==> src/rtl/mc_ctrl_pkg.sv <==
// mc_ctrl_pkg: shared constants for the multi-cycle MIPS control FSM.
// Opcode/funct values, state encodings, ALU op codes and mux select codes.
package mc_ctrl_pkg;

   localparam int unsigned OP_W = 6;

   // Primary opcodes
   localparam logic [OP_W-1:0] OP_RTYPE = 6'h00;
   localparam logic [OP_W-1:0] OP_J     = 6'h02;
   localparam logic [OP_W-1:0] OP_JAL   = 6'h03;
   localparam logic [OP_W-1:0] OP_BEQ   = 6'h04;
   localparam logic [OP_W-1:0] OP_ORI   = 6'h0D;
   localparam logic [OP_W-1:0] OP_LUI   = 6'h0F;
   localparam logic [OP_W-1:0] OP_LB    = 6'h20;
   localparam logic [OP_W-1:0] OP_LH    = 6'h21;
   localparam logic [OP_W-1:0] OP_LW    = 6'h23;
   localparam logic [OP_W-1:0] OP_LBU   = 6'h24;
   localparam logic [OP_W-1:0] OP_LHU   = 6'h25;
   localparam logic [OP_W-1:0] OP_SB    = 6'h28;
   localparam logic [OP_W-1:0] OP_SH    = 6'h29;
   localparam logic [OP_W-1:0] OP_SW    = 6'h2B;

   // R-type funct codes
   localparam logic [OP_W-1:0] FN_JR    = 6'h08;
   localparam logic [OP_W-1:0] FN_ADDU  = 6'h21;
   localparam logic [OP_W-1:0] FN_SUBU  = 6'h23;

   typedef enum logic [3:0] {
      ST_FETCH  = 4'd0,
      ST_DECODE = 4'd1,
      ST_EXEC   = 4'd2,
      ST_MADDR  = 4'd3,
      ST_MRD    = 4'd4,
      ST_MWR    = 4'd5,
      ST_WB     = 4'd6,
      ST_BRANCH = 4'd7,
      ST_JUMP   = 4'd8
   } state_e;

   localparam logic [2:0] ALU_ADDU = 3'd0;
   localparam logic [2:0] ALU_SUBU = 3'd1;
   localparam logic [2:0] ALU_OR   = 3'd2;
   localparam logic [2:0] ALU_LUI  = 3'd3;

   localparam logic [1:0] REG_DST_RT = 2'd0;
   localparam logic [1:0] REG_DST_RD = 2'd1;
   localparam logic [1:0] REG_DST_RA = 2'd2;

   localparam logic [1:0] WB_ALU = 2'd0;
   localparam logic [1:0] WB_MEM = 2'd1;
   localparam logic [1:0] WB_PC4 = 2'd2;

   localparam logic [1:0] PC_PC4 = 2'd0;
   localparam logic [1:0] PC_BR  = 2'd1;
   localparam logic [1:0] PC_JMP = 2'd2;
   localparam logic [1:0] PC_JR  = 2'd3;

   localparam logic [1:0] MW_WORD = 2'd0;
   localparam logic [1:0] MW_HALF = 2'd1;
   localparam logic [1:0] MW_BYTE = 2'd2;

endpackage

==> src/rtl/mc_ctrl_dec.sv <==
// mc_ctrl_dec: combinational instruction-class decode of opcode/funct.
// Optional build macro MC_CTRL_SUBWORD_EN adds lb/lbu/lh/lhu/sb/sh decode.
// Inputs : opcode, funct
// Outputs: instruction class flags, illegal, alu_op for EXEC, ext_sext
//          (+ ld_sext, mem_width when MC_CTRL_SUBWORD_EN is defined)
module mc_ctrl_dec
   import mc_ctrl_pkg::*;
(
   input  logic [5:0] opcode,
   input  logic [5:0] funct,
   output logic       is_rtype,
   output logic       is_imm,
   output logic       is_load,
   output logic       is_store,
   output logic       is_branch,
   output logic       is_jump,
   output logic       is_jal,
   output logic       is_jr,
   output logic       illegal,
   output logic [2:0] alu_op,
`ifdef MC_CTRL_SUBWORD_EN
   output logic       ld_sext,
   output logic [1:0] mem_width,
`endif
   output logic       ext_sext
);

   always_comb begin
      is_rtype  = 1'b0;
      is_imm    = 1'b0;
      is_load   = 1'b0;
      is_store  = 1'b0;
      is_branch = 1'b0;
      is_jump   = 1'b0;
      is_jal    = 1'b0;
      is_jr     = 1'b0;
      alu_op    = ALU_ADDU;
      ext_sext  = 1'b0;
`ifdef MC_CTRL_SUBWORD_EN
      ld_sext   = 1'b0;
      mem_width = MW_WORD;
`endif
      case (opcode)
         OP_RTYPE: begin
            if (funct == FN_ADDU) begin
               is_rtype = 1'b1;
            end else if (funct == FN_SUBU) begin
               is_rtype = 1'b1;
               alu_op   = ALU_SUBU;
            end else if (funct == FN_JR) begin
               is_jump = 1'b1;
               is_jr   = 1'b1;
            end
         end
         OP_ORI: begin
            is_imm = 1'b1;
            alu_op = ALU_OR;
         end
         OP_LUI: begin
            is_imm = 1'b1;
            alu_op = ALU_LUI;
         end
         OP_LW: begin
            is_load  = 1'b1;
            ext_sext = 1'b1;
         end
         OP_SW: begin
            is_store = 1'b1;
            ext_sext = 1'b1;
         end
         OP_BEQ: begin
            is_branch = 1'b1;
            ext_sext  = 1'b1;
            alu_op    = ALU_SUBU;
         end
         OP_J:   is_jump = 1'b1;
         OP_JAL: begin
            is_jump = 1'b1;
            is_jal  = 1'b1;
         end
`ifdef MC_CTRL_SUBWORD_EN
         // Sub-word accesses reuse the lw/sw paths; address offset stays sign-extended.
         OP_LB, OP_LBU: begin
            is_load   = 1'b1;
            ext_sext  = 1'b1;
            ld_sext   = (opcode == OP_LB);
            mem_width = MW_BYTE;
         end
         OP_LH, OP_LHU: begin
            is_load   = 1'b1;
            ext_sext  = 1'b1;
            ld_sext   = (opcode == OP_LH);
            mem_width = MW_HALF;
         end
         OP_SB: begin
            is_store  = 1'b1;
            ext_sext  = 1'b1;
            mem_width = MW_BYTE;
         end
         OP_SH: begin
            is_store  = 1'b1;
            ext_sext  = 1'b1;
            mem_width = MW_HALF;
         end
`endif
         default: ;
      endcase
      illegal = !(is_rtype || is_imm || is_load || is_store || is_branch || is_jump);
   end

endmodule

==> src/rtl/mc_ctrl.sv <==
// mc_ctrl: multi-cycle control FSM for the MIPS datapath.
// Sequences fetch/decode/execute/memory/writeback from the held IR and drives
// all datapath strobes and selects (Moore outputs from state and ir; the
// BRANCH pc_we follows zero). Outputs are forced low while rst_n is low.
// Optional build macro MC_CTRL_SUBWORD_EN adds sub-word loads/stores and the
// ld_sext / mem_width outputs.
// Inputs : clk, rst_n, ir[31:0], zero, mem_ready
// Outputs: pc_we, ir_we, reg_we, mem_re, mem_we, ext_sext, alu_op[2:0],
//          alu_src_b, reg_dst[1:0], wb_sel[1:0], pc_sel[1:0], bus_err, state[3:0]
module mc_ctrl
   import mc_ctrl_pkg::*;
#(
   parameter int unsigned MEM_WAIT_MAX = 15
) (
   input  logic        clk,
   input  logic        rst_n,
   input  logic [31:0] ir,
   input  logic        zero,
   input  logic        mem_ready,
   output logic        pc_we,
   output logic        ir_we,
   output logic        reg_we,
   output logic        mem_re,
   output logic        mem_we,
   output logic        ext_sext,
   output logic [2:0]  alu_op,
   output logic        alu_src_b,
   output logic [1:0]  reg_dst,
   output logic [1:0]  wb_sel,
   output logic [1:0]  pc_sel,
`ifdef MC_CTRL_SUBWORD_EN
   output logic        ld_sext,
   output logic [1:0]  mem_width,
`endif
   output logic        bus_err,
   output logic [3:0]  state
);

   localparam int unsigned CNT_W = (MEM_WAIT_MAX > 1) ? $clog2(MEM_WAIT_MAX) : 1;

   state_e             state_q, state_d;
   logic [CNT_W-1:0]   wait_cnt_q, wait_cnt_d;
   logic               bus_err_q, bus_err_d;
   logic               in_instr;

   logic       dec_is_rtype, dec_is_imm, dec_is_load, dec_is_store;
   logic       dec_is_branch, dec_is_jump, dec_is_jal, dec_is_jr, dec_illegal;
   logic [2:0] dec_alu_op;
   logic       dec_ext_sext;
`ifdef MC_CTRL_SUBWORD_EN
   logic       dec_ld_sext;
   logic [1:0] dec_mem_width;
`endif

   // Register/immediate fields are consumed by the datapath, not here.
   logic unused_ir;
   assign unused_ir = ^ir[25:6];

   mc_ctrl_dec u_dec (
      .opcode    (ir[31:26]),
      .funct     (ir[5:0]),
      .is_rtype  (dec_is_rtype),
      .is_imm    (dec_is_imm),
      .is_load   (dec_is_load),
      .is_store  (dec_is_store),
      .is_branch (dec_is_branch),
      .is_jump   (dec_is_jump),
      .is_jal    (dec_is_jal),
      .is_jr     (dec_is_jr),
      .illegal   (dec_illegal),
      .alu_op    (dec_alu_op),
`ifdef MC_CTRL_SUBWORD_EN
      .ld_sext   (dec_ld_sext),
      .mem_width (dec_mem_width),
`endif
      .ext_sext  (dec_ext_sext)
   );

   // State, wait counter and sticky bus error
   always_ff @(posedge clk or negedge rst_n) begin
      if (!rst_n) begin
         state_q    <= ST_FETCH;
         wait_cnt_q <= '0;
         bus_err_q  <= 1'b0;
      end else begin
         state_q    <= state_d;
         wait_cnt_q <= wait_cnt_d;
         bus_err_q  <= bus_err_d;
      end
   end

   // Next-state and Moore outputs
   always_comb begin
      state_d    = state_q;
      wait_cnt_d = '0;
      bus_err_d  = bus_err_q;
      pc_we      = 1'b0;
      ir_we      = 1'b0;
      reg_we     = 1'b0;
      mem_re     = 1'b0;
      mem_we     = 1'b0;
      ext_sext   = 1'b0;
      alu_op     = ALU_ADDU;
      alu_src_b  = 1'b0;
      reg_dst    = REG_DST_RT;
      wb_sel     = WB_ALU;
      pc_sel     = PC_PC4;
`ifdef MC_CTRL_SUBWORD_EN
      ld_sext    = 1'b0;
      mem_width  = MW_WORD;
`endif
      // Extender/width selects are valid from DECODE to the end of the instruction.
      in_instr   = (state_q != ST_FETCH) && (state_q <= ST_JUMP);

      if (rst_n) begin
         ext_sext = in_instr & dec_ext_sext;
`ifdef MC_CTRL_SUBWORD_EN
         ld_sext   = in_instr & dec_ld_sext;
         mem_width = in_instr ? dec_mem_width : MW_WORD;
`endif
         case (state_q)
            ST_DECODE: begin
               if (dec_illegal)                       state_d = ST_FETCH;
               else if (dec_is_rtype || dec_is_imm)   state_d = ST_EXEC;
               else if (dec_is_load || dec_is_store)  state_d = ST_MADDR;
               else if (dec_is_branch)                state_d = ST_BRANCH;
               else                                   state_d = ST_JUMP;
            end
            ST_EXEC: begin
               alu_op    = dec_alu_op;
               alu_src_b = dec_is_imm;
               state_d   = ST_WB;
            end
            ST_WB: begin
               reg_we  = 1'b1;
               reg_dst = dec_is_rtype ? REG_DST_RD : REG_DST_RT;
               wb_sel  = dec_is_load ? WB_MEM : WB_ALU;
               state_d = ST_FETCH;
            end
            ST_MADDR: begin
               alu_op    = ALU_ADDU;
               alu_src_b = 1'b1;
               state_d   = dec_is_load ? ST_MRD : ST_MWR;
            end
            ST_MRD, ST_MWR: begin
               mem_re = (state_q == ST_MRD);
               mem_we = (state_q == ST_MWR);
               if (mem_ready) begin
                  state_d = (state_q == ST_MRD) ? ST_WB : ST_FETCH;
               end else if ((MEM_WAIT_MAX != 0) &&
                            (wait_cnt_q == CNT_W'(MEM_WAIT_MAX - 1))) begin
                  // Timeout: abandon the access, skip writeback.
                  bus_err_d = 1'b1;
                  state_d   = ST_FETCH;
               end else begin
                  wait_cnt_d = wait_cnt_q + CNT_W'(1);
               end
            end
            ST_BRANCH: begin
               alu_op  = ALU_SUBU;
               pc_we   = zero;
               pc_sel  = PC_BR;
               state_d = ST_FETCH;
            end
            ST_JUMP: begin
               pc_we  = 1'b1;
               pc_sel = dec_is_jr ? PC_JR : PC_JMP;
               if (dec_is_jal) begin
                  reg_we  = 1'b1;
                  reg_dst = REG_DST_RA;
                  wb_sel  = WB_PC4;
               end
               state_d = ST_FETCH;
            end
            // FETCH, and unreachable encodings behave as FETCH.
            default: begin
               ir_we   = 1'b1;
               pc_we   = 1'b1;
               pc_sel  = PC_PC4;
               state_d = ST_DECODE;
            end
         endcase
      end
   end

   assign bus_err = bus_err_q;
   assign state   = state_q;

endmodule

==> config.mk <==
export PLATFORM = sky130hd
export DESIGN_NAME = mc_ctrl
export DESIGN_NICKNAME = d
export VERILOG_FILES = /design/src/rtl/mc_ctrl_pkg.sv /design/src/rtl/mc_ctrl_dec.sv /design/src/rtl/mc_ctrl.sv
export SDC_FILE = /design/constraint.sdc
export NUM_CORES = 1
export LEC_CHECK = 0
export BUFFER_PORTS_ARGS = -buffer_cell sky130_fd_sc_hd__clkbuf_2
export CORE_AREA = 2 2 60 45
export CTS_CLUSTER_SIZE = 30
export DETAILED_ROUTE_END_ITERATION = 16
export DIE_AREA = 0 0 62 47
export PLACE_DENSITY_LB_ADDON = 0.2
export REMOVE_ABC_BUFFERS = 1
export SYNTH_ARGS = -nofsm -noshare
export SYNTH_HDL_FRONTEND = slang
export SYNTH_SLANG_ARGS = --single-unit
==> constraint.sdc <==
create_clock -name clk -period 1.5 [get_ports clk]
set_input_delay 0.3 -clock clk [delete_from_list [all_inputs] [get_ports clk]]
set_output_delay 0.3 -clock clk [all_outputs]
set_load 0.02 [all_outputs]
---- Word level (Yosys, flattened, before mapping) ----
Cells that the tools add are included.
storage, ports and cells
  register bits after elaboration ......... 9
  input port bits ......................... 36
  output and inout bits ................... 21
  word-level logic and storage cells ...... 101
cells by class
  $add $sub $neg .......................... 1
  $lt $le $gt $ge ......................... 1
  eq/ne operators ......................... 20
  mux-type cells .......................... 56
  bitwise logic cells ..................... 2
  reductions and logical operators ........ 18
operators by type and width
  kind                                                                    count
  4-bit two-way mux                                                       10
  1-bit two-way mux                                                       29
  6-bit equality test (second input constant)                             4
  4-bit one-hot mux with 5 select lines                                   1
  6-bit by 4-bit equality test with 1-bit output (second input constant)  3
  4-bit by 3-bit equality test with 1-bit output (second input constant)  4
  6-bit by 2-bit equality test with 1-bit output (second input constant)  2
  2-bit one-hot mux with 2 select lines                                   3
  3-bit one-hot mux with 4 select lines                                   1
  3-bit two-way mux                                                       3
  4-bit by 2-bit equality test with 1-bit output (second input constant)  2
  4-bit equality test (second input constant)                             2
  2-bit two-way mux                                                       4
  1-bit one-hot mux with 2 select lines                                   4
  8-bit OR reduction                                                      1
  6-bit by 3-bit equality test with 1-bit output (second input constant)  1
  6-bit logical NOT                                                       1
  1-bit logical OR                                                        6
  3-bit one-hot mux with 2 select lines                                   1
  2-bit OR reduction                                                      3
  3-bit OR reduction                                                      2
  6-bit OR reduction                                                      1
  4-bit by 1-bit adder with 4-bit output (second input constant)          1
  4-bit by 1-bit equality test with 1-bit output (second input constant)  1
  other kinds (8)                                                         8

---- Logic depth before layout (Yosys ltp) ----
Gate-level depths: netlist of run 1.
  depth in word-level cells ............... 11
  depth in mapped cells ................... 6
  depth with buffers taken out ............ 6

---- Cells and area by module ----
A second synthesis of run 1 with hierarchy kept.
second synthesis, totals
  cells, all modules ...................... 124
  area, all modules ....................... 979.7 um^2
modules (own cells, without submodules)
  module       times used  cells an instance  area each (um^2)  seq. area each (um^2)
  mc_ctrl      1           88                 724.4             225.2
  mc_ctrl_dec  1           36                 255.2             0.0

---- Least setup slack after synthesis of run 1 ----
Ideal clock, no wire load.
  path type ............................... register -> output
  from .................................... reg state_q[1] (netlist: state[1])
  to ...................................... out wb_sel[1]
  arrival ................................. 1845 ps
  required time ........................... 1200 ps
  setup slack ............................. -645 ps
  cell stages (with the launch flop) ...... 7
  path buffers ............................ 2
  path through ............................ dfrtp_1 -> clkbuf_1 -> nor3_1 -> and3_1 -> nand4_1 -> inv_1 -> buf_4
on the way
  word-level cells in the longest chain between the ends .. 3
  elaborated cells on any way between the ends .. 4
  those cells by class .................... eq/ne: 2; mux: 2
ends and longest elaborated chain
  element                                                                                line            source
  start, declared                                                                        mc_ctrl.sv:41   state_e state_q, state_d;
  start signal, assigned                                                                 mc_ctrl.sv:86   state_q <= state_d;
  4-bit equality test or 4-bit by 3-bit equality test with 1-bit output (tied branches)  mc_ctrl.sv:121  case (state_q)
  2-bit one-hot mux with 2 select lines *                                                mc_ctrl.sv:121
  2-bit two-way mux *                                                                    mc_ctrl.sv:115  if (rst_n) begin
  end, declared                                                                          mc_ctrl.sv:29   output logic [1:0] wb_sel,
Every way passes the cells marked *; elsewhere a longest branch is shown, timed or not.

---- Worst setup path in the final report of run 1 ----
  from .................................... reg state_q[3] (netlist: state[3])
  to ...................................... out reg_dst[0]
on the way
  word-level cells in the longest chain between the ends .. 3
  elaborated cells on any way between the ends .. 4
  those cells by class .................... eq/ne: 2; mux: 2
ends and longest elaborated chain
  element                                                                                line            source
  4-bit equality test or 4-bit by 3-bit equality test with 1-bit output (tied branches)  mc_ctrl.sv:121
  2-bit one-hot mux with 2 select lines *                                                mc_ctrl.sv:121
  2-bit two-way mux *                                                                    mc_ctrl.sv:115
  end, declared                                                                          mc_ctrl.sv:28   output logic [1:0] reg_dst,
Marks and branches as above.

==> flow_metrics.py, run 1 <==
metrics = {
    "job": {
        "drv_cap": 0,
    },
    "sta": {
        "rsz0062_at_grt": "true",
        "slew_violations": 0,
        "holdWs_ns": 0.176,
        "fin_crit_sh_pct": 126,
        "min_period_ns": 1.89,
        "timing.fmax_mhz": 529,
        "clock_skew_ns": 0.00453,
        "hold_viol": 0,
        "worst_slack_ns": -0.390,
        "finalSetupViolCount": 15,
    },
    "floorplanning": {
        "initial_core_util_pct": 35.8,
        "die_x_um": 62,
        "rows": 15,
        "ios": 57,
        "fp.coreArea_um2": 2350,
        "die-area_um2": 2910,
        "dieHeight_um": 47,
    },
    "final_layout": {
        "drive_above_1_share_pct": 61.0,
        "area_growth_pct": 92.1,
        "final_util_pct": 68.7,
        "diodes": 0,
        "final_nets": 216,
        "fillCellCount": 191,
    },
    "grt": {
        "grt_pass1_vias": 1112,
        "grt_use_total_pct": 24.8,
        "overflow": 0,
        "grt_max_degree": 17,
        "antenna_found_initial": 0,
        "grt_first_pass_wirelength_um": 5100,
    },
    "pwr": {
        "leakagePower_nw": 0.726,
        "power_density_nw_per_um2": 959,
        "vdd_drop_max_mv": 0.691,
    },
    "placement": {
        "gp_congestion": 0.845,
        "hpwl_um": 2100,
        "port_buffers": 35,
    },
    "critical_path": {
        "crit_family": "simple AND/OR/NAND/NOR gates",
        "start_kind": "register",
        "cp_num_buf_inv": 2,
        "rr_startpoint": "state[3]",
        "cp.required_ns": 1.20,
        "path_cells": "nand3b_1, or3b_4, buf_6, nor2_4, buf_8",
        "crit_arrival_ns": 1.59,
        "max_stage_delay_ns": 0.42,
        "slowest_stage": "or3b_4",
        "crit_path_end_kind": "primary output",
        "path_class": "reg -> out",
        "crit_fanout": 2,
        "timing.critical_path.from": "state[3]",
    },
    "cts": {
        "cts_max_level": 1,
        "clock_latency_ns": 0.26,
        "ctsHoldBuffers": 0,
        "path_clk_slew_ns": 0.07,
        "cts_root_buffer": "clkbuf_4",
        "cts.sinks": 9,
        "cts_buffers": 3,
        "clockBufferDepth": 2,
        "tritoncts": "built",
    },
    "yosys": {
        "synth_warnings": 0,
        "ys_seq_area_share_pct": 26.8,
        "synth_top_cell_by_area": "dfrtp_1",
        "synth_cell_types": 47,
        "synth.area.top_cells": "dfrtp_1, nor2_1, nand2_1",
        "syn_area_per_cell_um2": 7.63,
        "synth_seq_cells": 9,
        "yosysTopAreaCellShare_pct": 26.8,
        "synthCells": 110,
        "syn_area_um2": 840,
    },
    "detailed_routing": {
        "drt_wl_total_um": 3190,
        "firstDrtPassIters": 4,
        "drt_iter0_drc": 65,
        "wirelength_met1_um": 1420,
        "wl_met3_um": 153,
        "vias": 1104,
        "routed_via_density": 5.23,
        "top_layer": "met3",
        "wl_per_cell_um": 15.1,
        "wl_met2_um": 1620,
        "drc": 0,
        "ant_nets": 0,
    },
    "worst_hold_path": {
        "hold_class": "in -> async",
    },
    "run_status": {
        "status": "finished, violations left",
        "failed_checks": "negative setup slack",
    },
}
cell families after synthesis:
| family | share of synthesized area [%] |
|---|---|
| other cells | 0.447 |
| compound gates | 19.4 |
| flops | 26.8 |
| buf+inv | 6.26 |
| xor+xnor | 3.13 |
| simple gates | 41.0 |
| fa+ha+maj | 2.98 |
report_power, final:
group | leakage [nW] | total [W] | switching, W | internal, W
logic | 0.592 | 0.00102 | 0.000524 | 0.000493
registers | 0.119 | 0.000337 | 0.0000566 | 0.000280
clock network | 0.0150 | 0.000193 | 0.0000900 | 0.000103
total | 0.726 | 0.00155 | 0.000670 | 0.000876
tightest hold or removal path, cell delays in order:
cell and delay (ns):
clkbuf_2 0.11, buf_4 0.16, buf_4 0.23
cells in the final DEF, fill, tap and decap left out, types with 2 or more instances in the layout:
| cell type | Yosys | layout |
|---|---|---|
| clkbuf_4 | 0 | 3 |
| nor2_4 | 0 | 2 |
| clkbuf_2 | 0 | 19 |
| nor2b_1 | 4 | 2 |
| nor2b_4 | 0 | 2 |
| o21ai_0 | 2 | 2 |
| nor4_4 | 1 | 2 |
| nand3_1 | 4 | 3 |
| buf_6 | 0 | 9 |
| buf_8 | 0 | 5 |
| o211ai_1 | 2 | 2 |
| nand4_1 | 4 | 4 |
| buf_4 | 2 | 37 |
| nand2_2 | 0 | 2 |
| dfrtp_2 | 0 | 3 |
| inv_1 | 3 | 2 |
| nor3_2 | 0 | 2 |
| nand2_1 | 11 | 9 |
| ha_1 | 2 | 2 |
| nor2_2 | 0 | 2 |
| nor2_1 | 14 | 10 |
| nand4b_1 | 2 | 2 |
| dfrtp_1 | 9 | 6 |
| nand2b_1 | 3 | 3 |
| a31oi_1 | 3 | 2 |
| nor3_4 | 0 | 2 |
routing by layer:
metal  GRT usage (%)  vias up
li1                -      541
met2            44.4       28
met5               0        -
met3            4.96        0
met4            4.26        0
met1            31.4      535
state kept, by name (all words and copies together) (netlist names):
| signal | count |
|---|---|
| state | 4 |
| wait_cnt_q | 4 |
| bus_err | 1 |
what timing repair did:
| item | CTS | global route |
|---|---|---|
| gates resized for setup | 45 | 40 |
| setup buffers | 16 | 6 |
| pin swaps | 11 | 9 |
| cloned | 0 | 0 |
| endpoints found under the setup margin | 15 | 17 |
Yosys cell counts, drive strengths merged:
cell type,number
nor2,14
nand2,11
dfrtp,9
clkbuf,6
nand3,4
nand4,4
nor2b,4
nor3,4
a31oi,3
buf,3
inv,3
nand2b,3
nor4,3
o21ai,3
a21boi,2
a21oi,2
and3,2
ha,2
nand4b,2
o211ai,2
o31ai,2
xnor2,2
a211o,1
a221oi,1
a22o,1
a22oi,1
a2bb2oi,1
and2,1
and4,1
and4b,1
conb,1
nand3b,1
nor3b,1
nor4b,1
o21bai,1
o22ai,1
o31a,1
o32ai,1
or3,1
or3b,1
or4,1
xor2,1
worst paths after layout:
check | cells after the start | slack (ns) | end
max | 5 | -0.39 | reg_dst[0]
max reg2reg | 8 | 0.12 | state[0]
max in group asynchronous | 3 | 1.14 | state[2]
min reg2reg | 1 | 0.49 | wait_cnt_q[0]
min | 3 | 0.18 | state[0]
min in group clk | 2 | 0.25 | bus_err
metrics by stage:
stage               instances  TNS [ns]  instance area (um2)  power [W]  setup slack (ns)
floorplan                 101     -4.25                  798   0.000688            -0.673
global placement          199     -2.61                 1230    0.00103            -0.461
detailed placement        199     -2.88                 1230    0.00104            -0.452
CTS                       215     -4.37                 1530    0.00141            -0.375
global route              211     -5.28                 1610    0.00165            -0.464
finish                    211     -4.14                 1610    0.00155            -0.390
area by class of cell:
type / count / area, um2 / area share [%]
repair buffers: 72 / 583 / 36.2
clock buffers: 4 / 26.3 / 1.63
flip-flops and latches: 9 / 229 / 14.2
well taps: 34 / 42.5 / 2.64
multi-input cells: 89 / 721 / 44.7
inverters: 3 / 11.3 / 0.698
No activity file was read; power rests on OpenSTA's default activity.
==> run 2: changes to the inputs <==
--- a/config.mk
+++ b/config.mk
@@ -6,10 +6,12 @@
 export NUM_CORES = 1
 export LEC_CHECK = 0
 export BUFFER_PORTS_ARGS = -buffer_cell sky130_fd_sc_hd__clkbuf_2
-export CORE_AREA = 2 2 60 45
+export CELL_PAD_IN_SITES_DETAIL_PLACEMENT = 0
+export CELL_PAD_IN_SITES_GLOBAL_PLACEMENT = 1
+export CORE_AREA = 2 2 74 55
 export CTS_CLUSTER_SIZE = 30
 export DETAILED_ROUTE_END_ITERATION = 16
-export DIE_AREA = 0 0 62 47
+export DIE_AREA = 0 0 76 57
 export PLACE_DENSITY_LB_ADDON = 0.2
 export REMOVE_ABC_BUFFERS = 1
 export SYNTH_ARGS = -nofsm -noshare
==> run 2 against run 1 <==
Effect of this change: the flow still finishes with violations (negative setup slack); highest routed layer is now met4; sequential power rose by 2%; clock power rose by 51%; combinational power barely moved.
==> flow_metrics.py, run 2 (same netlist as run 1, synthesis figures left out) <==
metrics = {
    "worst_hold_path": {
        "hold_class": "in -> async",
    },
    "floorplanning": {
        "die-area_um2": 4330,
        "die_x_um": 76,
        "rows": 19,
        "fp.coreArea_um2": 3680,
        "dieHeight_um": 57,
        "initial_core_util_pct": 22.8,
        "ios": 57,
    },
    "critical_path": {
        "path_class": "in -> out",
        "crit_arrival_ns": 1.56,
        "crit_path_end_kind": "primary output",
        "crit_fanout": 2,
        "cp.required_ns": 1.20,
        "r2r_slack_ns": 0,
        "reg2reg_depth": 9,
        "start_kind": "input port",
    },
    "final_layout": {
        "area_growth_pct": 96.9,
        "final_nets": 215,
        "layout_commonest_cell": "buf_4",
        "drive_above_1_share_pct": 59.7,
        "final_util_pct": 44.9,
        "diodes": 0,
        "final_cell_mix": "buf_4, clkbuf_2, buf_6",
    },
    "placement": {
        "hpwl_um": 2190,
        "gp_congestion": 0.847,
        "port_buffers": 35,
    },
    "detailed_routing": {
        "drt_iter0_drc": 88,
        "wl_per_cell_um": 13.5,
        "drc": 0,
        "firstDrtPassIters": 4,
        "ant_nets": 0,
        "routed_via_density": 4.73,
        "drt_wl_total_um": 3070,
        "vias": 1078,
    },
    "sta": {
        "fin_tns_setup_ns": -3.60,
        "worst_slack_ns": -0.362,
        "timing.fmax_mhz": 537,
        "rsz0062_at_grt": "true",
        "min_period_ns": 1.86,
        "finalSetupViolCount": 15,
        "slew_violations": 0,
        "clock_skew_ns": 0.00595,
        "fin_crit_sh_pct": 124,
        "hold_viol": 0,
    },
    "job": {
        "drv_cap": 0,
    },
    "pwr": {
        "vdd_drop_max_mv": 0.601,
        "leakagePower_nw": 0.739,
        "power_density_nw_per_um2": 997,
    },
    "grt": {
        "antenna_found_initial": 0,
        "grt_first_pass_wirelength_um": 5040,
        "grt_max_degree": 14,
        "grt_use_total_pct": 14.3,
        "grt_pass1_vias": 1086,
        "overflow": 0,
    },
    "run_status": {
        "failed_checks": "negative setup slack",
        "status": "finished, violations left",
    },
    "cts": {
        "path_clk_slew_ns": 0.05,
        "clockBufferDepth": 2,
        "cts_buffers": 3,
        "cts.sinks": 9,
        "cts_max_level": 1,
        "ctsHoldBuffers": 0,
        "tritoncts": "built",
        "cts_root_buffer": "clkbuf_8",
        "clock_latency_ns": 0.24,
    },
}
run 2: changes by cell type in the layout (fill, tap and decap cells not counted), sizes merged:
| cell | before | now |
|---|---|---|
| clkbuf | 24 | 23 |
run 2: critical path, cell delays in order:
cell and delay [ns]:
buf_6 0.09, or4_4 0.57, nor2b_4 0.15, nand4b_1 0.17, nor2_4 0.16, buf_8 0.11
run 2: path summary, 6_finish.rpt:
| check | start | endpoint |
|---|---|---|
| worst min register to register | wait_cnt_q[0] | wait_cnt_q[0] |
| worst max register to register | state[2] | bus_err |
| min in group clk | mem_ready | bus_err |
| worst max-delay path | ir[26] | reg_dst[0] |
| max in group asynchronous | rst_n | state[1] |
| worst min-delay path | rst_n | bus_err |
run 2: area by class of cell:
cell class	count	area, um2
clock buffer	4	45.0
fill	359	2030
inverter	3	11.3
multi-input combinational	89	741
sequential	9	229
tap	52	65.1
timing repair buffer	71	562
run 2: power breakdown:
group	total [W]	switching [W]	internal, W
clock network	0.000292	0.000106	0.000186
registers	0.000345	0.0000638	0.000281
logic	0.00101	0.000511	0.000500
total	0.00165	0.000681	0.000967
run 2: metal layers:
metal / global-route usage (%) / share of wire (%) / up-vias
met4: 4.68 / 1.5 / 0
met3: 3.01 / 3.4 / 5
met1: 20.5 / 50 / 519
met5: 0 / 0 / -
met2: 21.8 / 45 / 20
li1: - / - / 534
run 2: timing repair:
action                     4_1_cts  5_1_grt
setup buffers                   10        5
setup endpoints to repair       15       23
resized for setup               41       48
hold endpoints to repair         0        0
pin swaps                       13       10
run 2: stage by stage:
step                cells  setup WS (ns)  area (um2)  hold WS [ns]  power, W
floorplan             101         -0.673         798       0.00441  0.000688
global route          228         -0.422        1650        0.0254   0.00175
finish                228         -0.362        1650       0.00506   0.00165
detailed placement    216         -0.442        1250         0.257   0.00105
CTS                   228         -0.376        1510       0.00233   0.00149
global placement      216         -0.437        1250         0.265   0.00105
